--- src/rtl/coredma_dsc_cache_pkg.sv ---
// Shared constants for the CoreDMA descriptor-cache arbiter.
// Provides the default cache geometry, the address width derived from it,
// the RAM read pipeline depth, and a round-robin wrap helper.
package coredma_dsc_cache_pkg;

  localparam int unsigned DSC_WIDTH    = 128;
  localparam int unsigned DSC_DEPTH    = 128;
  localparam int unsigned DSC_AW       = $clog2(DSC_DEPTH);
  // Address register + data register inside the RAM wrapper.
  localparam int unsigned READ_LATENCY = 2;

  // Next round-robin position after idx, wrapping at n.
  function automatic int unsigned rr_next(input int unsigned idx, input int unsigned n);
    return ((idx + 1) >= n) ? 0 : (idx + 1);
  endfunction

endpackage

--- src/rtl/coredma_rr_arbiter.sv ---
// Round-robin arbiter for the descriptor-cache read clients.
// Ports:
//   clk, rst_n  clock, async active-low reset
//   req         per-client request vector
//   hold        suppress the grant this cycle and keep the pointer
//   gnt_c       one-hot grant (combinational)
//   gnt_idx_c   index of the current candidate (combinational)
//   any_c       at least one client is requesting (combinational)
//   ptr         registered round-robin pointer (search start)
module coredma_rr_arbiter
  import coredma_dsc_cache_pkg::*;
#(
  parameter  int unsigned NUM_RD = 4,
  localparam int unsigned IW     = (NUM_RD > 1) ? $clog2(NUM_RD) : 1
) (
  input  logic              clk,
  input  logic              rst_n,
  input  logic [NUM_RD-1:0] req,
  input  logic              hold,
  output logic [NUM_RD-1:0] gnt_c,
  output logic [IW-1:0]     gnt_idx_c,
  output logic              any_c,
  output logic [IW-1:0]     ptr
);

  logic          cand_found;
  logic [IW-1:0] cand_idx;
  int unsigned   j;

  // First requester at or after ptr, searching upward modulo NUM_RD.
  always_comb begin
    cand_found = 1'b0;
    cand_idx   = '0;
    j          = 0;
    for (int unsigned k = 0; k < NUM_RD; k++) begin
      j = 32'(ptr) + k;
      if (j >= NUM_RD) j = j - NUM_RD;
      if (!cand_found && req[IW'(j)]) begin
        cand_found = 1'b1;
        cand_idx   = IW'(j);
      end
    end
  end

  assign gnt_idx_c = cand_idx;
  assign any_c     = cand_found;
  assign gnt_c     = (cand_found && !hold) ? (NUM_RD'(1) << cand_idx) : '0;

  // Pointer advances past the winner only when a grant is actually issued.
  always_ff @(posedge clk or negedge rst_n) begin
    if (!rst_n) begin
      ptr <= '0;
    end else if (cand_found && !hold) begin
      ptr <= IW'(rr_next(32'(cand_idx), NUM_RD));
    end
  end

endmodule

--- src/rtl/coredma_dsc_cache_arbiter.sv ---
// Shares the descriptor-cache RAM between the descriptor-fetch writer and
// NUM_RD channel read clients. Writes pass straight through; reads are
// round-robin arbitrated and returned READ_LATENCY cycles later with a
// one-hot owner tag.
// Ports:
//   clk, rst_n                  clock, async active-low reset
//   wr_req/wr_addr/wr_data      write from descriptor fetch
//   rd_req/rd_addr              per-client read requests, packed addresses
//   rd_gnt                      one-hot grant (combinational)
//   rd_valid/rd_data            one-hot return tag and read data
//   ram_wen/ram_waddr/ram_wdata RAM write port
//   ram_ren/ram_raddr/ram_rdata RAM read port
module coredma_dsc_cache_arbiter
  import coredma_dsc_cache_pkg::*;
#(
  parameter  int unsigned WIDTH  = DSC_WIDTH,
  parameter  int unsigned DEPTH  = DSC_DEPTH,
  parameter  int unsigned NUM_RD = 4,
  localparam int unsigned AW     = $clog2(DEPTH),
  localparam int unsigned IW     = (NUM_RD > 1) ? $clog2(NUM_RD) : 1
) (
  input  logic                 clk,
  input  logic                 rst_n,
  input  logic                 wr_req,
  input  logic [AW-1:0]        wr_addr,
  input  logic [WIDTH-1:0]     wr_data,
  input  logic [NUM_RD-1:0]    rd_req,
  input  logic [NUM_RD*AW-1:0] rd_addr,
  output logic [NUM_RD-1:0]    rd_gnt,
  output logic [NUM_RD-1:0]    rd_valid,
  output logic [WIDTH-1:0]     rd_data,
  output logic                 ram_wen,
  output logic [AW-1:0]        ram_waddr,
  output logic [WIDTH-1:0]     ram_wdata,
  output logic                 ram_ren,
  output logic [AW-1:0]        ram_raddr,
  input  logic [WIDTH-1:0]     ram_rdata
);

  logic [NUM_RD-1:0] gnt;
  logic [IW-1:0]     cand_idx;
  logic [IW-1:0]     rr_ptr;
  logic              cand_any;
  logic              collision;
  logic              arb_hold;
  logic              gnt_any;
  logic              tag_any;
  logic [AW-1:0]     cand_addr;
  logic [AW-1:0]     raddr_q;
  logic [NUM_RD-1:0] tag_q [READ_LATENCY];

  // Address of the current arbitration candidate.
  always_comb begin
    cand_addr = '0;
    for (int unsigned i = 0; i < NUM_RD; i++) begin
      if (IW'(i) == cand_idx) cand_addr = rd_addr[i*AW +: AW];
    end
  end

  // A same-cycle write to the candidate's address defers the read one cycle
  // so it sees the new data. Reset also holds off grants.
  assign collision = wr_req & cand_any & (cand_addr == wr_addr);
  assign arb_hold  = collision | ~rst_n;

  coredma_rr_arbiter #(
    .NUM_RD (NUM_RD)
  ) u_rr_arbiter (
    .clk       (clk),
    .rst_n     (rst_n),
    .req       (rd_req),
    .hold      (arb_hold),
    .gnt_c     (gnt),
    .gnt_idx_c (cand_idx),
    .any_c     (cand_any),
    .ptr       (rr_ptr)
  );

  assign rd_gnt  = gnt;
  assign gnt_any = |gnt;

  // Read address follows the winner; otherwise keeps the last issued address.
  always_ff @(posedge clk or negedge rst_n) begin
    if (!rst_n) begin
      raddr_q <= '0;
    end else if (gnt_any) begin
      raddr_q <= cand_addr;
    end
  end

  assign ram_raddr = gnt_any ? cand_addr : raddr_q;

  // Owner tag pipe, aligned with the RAM address and data registers.
  always_ff @(posedge clk or negedge rst_n) begin
    if (!rst_n) begin
      for (int unsigned i = 0; i < READ_LATENCY; i++) tag_q[i] <= '0;
    end else begin
      tag_q[0] <= gnt;
      for (int unsigned i = 1; i < READ_LATENCY; i++) tag_q[i] <= tag_q[i-1];
    end
  end

  // RAM stays enabled while any read is still travelling through it.
  always_comb begin
    tag_any = 1'b0;
    for (int unsigned i = 0; i < READ_LATENCY; i++) tag_any = tag_any | (|tag_q[i]);
  end

  assign ram_ren   = gnt_any | tag_any;
  assign rd_valid  = tag_q[READ_LATENCY-1];
  assign rd_data   = ram_rdata;

  assign ram_wen   = wr_req & rst_n;
  assign ram_waddr = wr_addr;
  assign ram_wdata = wr_data;

  ptr_in_range: assert property (@(posedge clk) disable iff (!rst_n) 32'(rr_ptr) < NUM_RD);

endmodule

--- config.mk ---
export PLATFORM = sky130hd
export DESIGN_NAME = coredma_dsc_cache_arbiter
export DESIGN_NICKNAME = d
export VERILOG_FILES = /design/src/rtl/coredma_dsc_cache_pkg.sv /design/src/rtl/coredma_rr_arbiter.sv /design/src/rtl/coredma_dsc_cache_arbiter.sv
export SDC_FILE = /design/constraint.sdc
export NUM_CORES = 1
export LEC_CHECK = 0
export CAP_MARGIN = 15
export CELL_PAD_IN_SITES_DETAIL_PLACEMENT = 1
export CELL_PAD_IN_SITES_GLOBAL_PLACEMENT = 2
export CORE_AREA = 2 2 227 229
export CTS_BUF_LIST = sky130_fd_sc_hd__clkbuf_2
export DETAILED_ROUTE_END_ITERATION = 16
export DIE_AREA = 0 0 229 231
export GPL_TIMING_DRIVEN = 0
export PLACE_DENSITY_LB_ADDON = 0.15
export SETUP_SLACK_MARGIN = 0.3
export SYNTH_ARGS = -nofsm -noshare
export SYNTH_HDL_FRONTEND = slang
export SYNTH_SLANG_ARGS = --single-unit
--- constraint.sdc ---
create_clock -name clk -period 7.8 [get_ports clk]
set_clock_uncertainty 0.2 [all_clocks]
set_input_delay 2.34 -clock clk [delete_from_list [all_inputs] [get_ports clk]]
set_output_delay 2.34 -clock clk [all_outputs]
set_load 0.1 [all_outputs]
==> impl_metrics.prom <==
# TYPE chip_impl_metric gauge
chip_impl_metric{name="routed_wl",unit="um"} 19300
chip_impl_metric{name="worstMarginPinSlew",unit="ns"} 1.052
chip_impl_metric{name="ctsHtreeMaxLevel",unit=""} 1
chip_impl_info{name="post-synth-top-count-cell",value="sky130_fd_sc_hd__buf_4"} 1
chip_impl_metric{name="cp_data_required_time",unit="ns"} 5.26
chip_impl_metric{name="overflow",unit=""} 0
chip_impl_info{name="violations",value="setup timing"} 1
chip_impl_metric{name="dieWidth",unit="um"} 229
chip_impl_metric{name="number_of_clock_buffers_inserted_by_tritoncts",unit=""} 3
chip_impl_metric{name="grt_start_max_net_pins",unit=""} 20
chip_impl_metric{name="aggregate_global_route_resource_usage",unit="%"} 6.655
chip_impl_info{name="synth_top_cells_by_count",value="269 x sky130_fd_sc_hd__buf_4, 22 x sky130_fd_sc_hd__nand2_1, 17 x sky130_fd_sc_hd__dfrtp_1"} 1
chip_impl_info{name="cpMaxStageDelayCell",value="sky130_fd_sc_hd__a221o_1"} 1
chip_impl_metric{name="placed_instance_area",unit="sq mm"} 0.007530
chip_impl_metric{name="post_synth_instance_area",unit="sq mm"} 0.003306
chip_impl_metric{name="use_met2",unit="%"} 13.39
chip_impl_metric{name="die_area",unit="sq mm"} 0.05290
chip_impl_metric{name="post_drt_via_cell_ratio",unit=""} 2.631
chip_impl_metric{name="count_of_port_buffers_added_during_placement",unit=""} 321
chip_impl_metric{name="timing.critical_path.fanout_max",unit=""} 6
chip_impl_metric{name="synth_fp_nets",unit=""} 721
chip_impl_metric{name="clock-sinks",unit=""} 17
chip_impl_info{name="critPathTopFamily",value="compound AO/OA/AOI/OAI gates"} 1
chip_impl_info{name="crit_path_end_kind",value="output port"} 1
chip_impl_metric{name="met1_usage",unit="%"} 6.729
chip_impl_metric{name="fmax",unit="MHz"} 126.9
chip_impl_metric{name="max-clock-path-buffers",unit=""} 2
chip_impl_metric{name="holdWs",unit="ns"} 0.2053
chip_impl_metric{name="hold_violation_count_in_the_final_report",unit=""} 0
chip_impl_metric{name="cell_total_after_placement",unit=""} 1421
chip_impl_metric{name="remaining_drc_errors",unit=""} 0
chip_impl_metric{name="finalSetupViolCount",unit=""} 6
chip_impl_metric{name="final.setup.worst_slack",unit="ns"} -0.07752
chip_impl_metric{name="initial_utilization",unit="%"} 6.523
chip_impl_metric{name="total_leakage_power",unit="nW"} 3.331
chip_impl_metric{name="place_hpwl",unit="um"} 17520
chip_impl_info{name="clock_tree_root_driver_cell",value="sky130_fd_sc_hd__clkbuf_2"} 1
chip_impl_metric{name="floorplan.core_area",unit="sq mm"} 0.05068
chip_impl_metric{name="final_cell_area",unit="sq mm"} 0.007964
chip_impl_metric{name="ant_nets",unit=""} 0
chip_impl_metric{name="power.density",unit="mW/mm^2"} 267.4
chip_impl_metric{name="syn-mean-instance-area",unit="sq um"} 7.889
chip_impl_metric{name="globalplace.congestion",unit=""} 0.7047
chip_impl_metric{name="maxSlewHeadroom",unit="%"} 29.66
chip_impl_metric{name="grt_antenna_before_repair",unit=""} 1
chip_impl_info{name="min_path_type",value="register to register"} 1
chip_impl_metric{name="synth_sequential_area_ratio",unit="%"} 12.87
chip_impl_metric{name="syn_inst",unit=""} 419
chip_impl_metric{name="number_of_enable_type_register_cells_in_the_synthesized_netlist",unit=""} 0
chip_impl_info{name="synth_top_cell_by_area",value="sky130_fd_sc_hd__buf_4"} 1
chip_impl_info{name="grt_setup_unrepaired",value="yes"} 1
chip_impl_metric{name="vias",unit=""} 3809
chip_impl_metric{name="synthesis_stage_register_bit_count",unit=""} 17
chip_impl_metric{name="synth_top_area_share",unit="%"} 61.09
chip_impl_metric{name="final_core_utilization",unit="%"} 15.71
chip_impl_metric{name="layout-area-overhead-vs-synth",unit="%"} 140.9
chip_impl_info{name="synth.area.top_cells",value="sky130_fd_sc_hd__buf_4 61%, sky130_fd_sc_hd__dfrtp_1 13%, sky130_fd_sc_hd__nand2_1 2.5%, sky130_fd_sc_hd__o211a_1 1.8%, sky130_fd_sc_hd__a21boi_0 1.6%"} 1
chip_impl_metric{name="post_synth_num_cell_types",unit=""} 41
chip_impl_metric{name="irDropWorstVdd",unit="mV"} 0.1044
chip_impl_metric{name="clock_latency_reported_for_the_late_side_of_the_worst_skew_pair",unit="ns"} 0.34
chip_impl_info{name="postSynth.topFlopCell",value="sky130_fd_sc_hd__dfrtp_1"} 1
chip_impl_metric{name="first_global_vias",unit=""} 4022
chip_impl_metric{name="fin_crit",unit="ns"} 7.878
chip_impl_metric{name="path_clk_slew",unit="ns"} 0.19
chip_impl_metric{name="floorplan.die.height",unit="um"} 231
chip_impl_metric{name="fillerInstances",unit=""} 6076
chip_impl_info{name="critical_path.cell_chain",value="buf_2 > inv_2 > o22ai_1 > a221o_1 > or2_4 > ha_4 > a211oi_1 > a221oi_2 > buf_4 > xor2_2 > nor3_4 > and4_4 > buf_8 > o211ai_1 > buf_6"} 1
chip_impl_metric{name="nNetsFinal",unit=""} 1070
chip_impl_metric{name="fin_crit_sh",unit="%"} 101.0
chip_impl_metric{name="grt_first_pass_wirelength",unit="um"} 26570
chip_impl_metric{name="num_io_pins",unit=""} 578
chip_impl_metric{name="timing.max_cap.violations",unit=""} 0
chip_impl_metric{name="routedWlPerCell",unit="um"} 13.33
chip_impl_metric{name="finish.cell_count_without_fillers",unit=""} 1448
chip_impl_metric{name="finalMaxSlewViolations",unit=""} 0
chip_impl_metric{name="first_pass_iters",unit=""} 4
chip_impl_metric{name="drt_iter0_markers",unit=""} 35
chip_impl_metric{name="dp_slack",unit="ns"} -2.087
chip_impl_metric{name="layout-drive-gt1-share",unit="%"} 47.72
chip_impl_info{name="setup.worst_path.start_class",value="primary input"} 1
chip_impl_metric{name="rows",unit=""} 83
chip_impl_metric{name="yosys_warnings",unit=""} 0
chip_impl_metric{name="ys_async_sr_fraction",unit="%"} 100.0
chip_impl_info{name="worst-setup-path-type",value="primary input to output port"} 1
chip_impl_metric{name="crit_arrival",unit="ns"} 5.34
chip_impl_metric{name="critPathMaxStageDelay",unit="ns"} 0.40
chip_impl_metric{name="ctsHoldBuffers",unit=""} 0
chip_impl_info{name="result_of_the_run",value="finished, violations left"} 1
chip_impl_info{name="grt_busiest_layer",value="met2"} 1
chip_impl_info{name="tritoncts_clock_tree",value="built"} 1
chip_impl_metric{name="worst-path-buf-inv",unit=""} 5
chip_impl_metric{name="globalRouteMet3Util",unit="%"} 1.939
==> through the flow <==
stage	total power [mW]	TNS, ns
after floorplan	1.436	-4.156
after global placement	1.871	-26.83
after detailed placement	1.880	-24.42
after CTS	2.135	-1.004
after global routing	2.245	-1.932
final	2.129	-0.2631
==> placed cells by master (no fill, tap or decap), types with 3 or more instances in the layout <==
cell                              netlist  routed
sky130_fd_sc_hd__clkdlybuf4s50_1        0     304
sky130_fd_sc_hd__buf_4                269     285
sky130_fd_sc_hd__nand2_1               22      21
sky130_fd_sc_hd__dfrtp_1               17      17
sky130_fd_sc_hd__buf_6                  1      15
sky130_fd_sc_hd__nor2_1                14      11
sky130_fd_sc_hd__nand4_1                7       7
sky130_fd_sc_hd__o21ai_0                9       7
sky130_fd_sc_hd__o211ai_1               7       7
sky130_fd_sc_hd__o22ai_2                0       5
sky130_fd_sc_hd__o211a_4                0       5
sky130_fd_sc_hd__buf_12                 0       5
sky130_fd_sc_hd__nor3_2                 1       4
sky130_fd_sc_hd__a21boi_0               7       4
sky130_fd_sc_hd__inv_2                  0       3
sky130_fd_sc_hd__nor2_4                 0       3
sky130_fd_sc_hd__nor3_4                 0       3
sky130_fd_sc_hd__o21a_1                 3       3
sky130_fd_sc_hd__and2_4                 0       3
sky130_fd_sc_hd__ha_4                   0       3
sky130_fd_sc_hd__clkbuf_2               0       3
==> metal layers <==
| metal | part of all wire [%] | routed length [um] |
|---|---|---|
| met1 | 33 | 6460 |
| met2 | 57 | 10930 |
| met3 | 9.2 | 1773 |
| met4 | 0.71 | 137 |
| met5 | 0 | 0 |
==> layout make-up <==
cell class	count	area, sq um	area share, %
antenna	1	2.502	0.03142
buffer	272	2061	25.88
clock buffer	3	15.01	0.1885
clock inverter	1	5.005	0.06284
inverter	6	35.03	0.4399
multi-input combinational	124	1099	13.79
sequential	17	425.4	5.342
tap	680	850.8	10.68
timing repair buffer	344	3471	43.58
==> state kept, by name, summed over array words and instances (netlist names) <==
register / count
raddr_q: 7
rd_valid: 4
tag_q: 4
u_rr_arbiter.ptr: 2
==> worst register-to-register path, cell delays in order (launching register included) <==
cell and delay (ns):
sky130_fd_sc_hd__dfrtp_1 0.50, sky130_fd_sc_hd__nor2_4 0.07, sky130_fd_sc_hd__a21oi_2 0.10, sky130_fd_sc_hd__nor2_1 0.04, sky130_fd_sc_hd__a221o_1 0.33, sky130_fd_sc_hd__or2_4 0.27
sky130_fd_sc_hd__ha_4 0.20, sky130_fd_sc_hd__nor2_4 0.23, sky130_fd_sc_hd__o211a_4 0.25, sky130_fd_sc_hd__o21a_1 0.17, sky130_fd_sc_hd__nor4b_4 0.05, sky130_fd_sc_hd__buf_4 0.15
sky130_fd_sc_hd__buf_4 0.13, sky130_fd_sc_hd__a41oi_2 0.32, sky130_fd_sc_hd__mux2_2 0.38
==> repair_timing <==
| item | 4_1_cts | 5_1_grt |
|---|---|---|
| setup endpoints to repair | 13 | 12 |
| resized for setup | 140 | 15 |
| hold endpoints to repair | 0 | 0 |
| gates cloned | 1 | 0 |
| setup buffers | 15 | 6 |
| pin swaps | 18 | 13 |
==> worst paths after layout <==
check / start / end / slack (ns) / cells past startpoint
max: rd_req[2] / ram_raddr[5] / -0.08 / 15
min: tag_q[7] / rd_valid[3] / 0.21 / 0
max reg2reg: u_rr_arbiter.ptr[0] / u_rr_arbiter.ptr[1] / 4.31 / 14
min reg2reg: tag_q[7] / rd_valid[3] / 0.21 / 0
max in group asynchronous: rst_n / rd_valid[3] / 4.75 / 1
min in group asynchronous: rst_n / raddr_q[3] / 2.05 / 1
==> cell families (layout without fill, tap and decap cells) <==
family                   after synthesis  after routing  share of synthesized area [%]
adder cells (fa/ha/maj)                4              4                          1.514
AND/OR/NAND/NOR                       69             69                          11.73
multiplexers                           2              2                         0.6813
other                                  0              1                              0
XOR/XNOR                               1              1                         0.2650
buffers and inverters                278            626                          62.34
flip-flops                            17             17                          12.87
AO/OA/AOI/OAI                         48             48                          10.60
==> where the power goes <==
group	internal [mW]	switching [mW]
registers	0.121	0.0225
logic	0.631	1.31
clock network	0.0116	0.0341
Note: power is estimated with default switching activity, not from simulation.
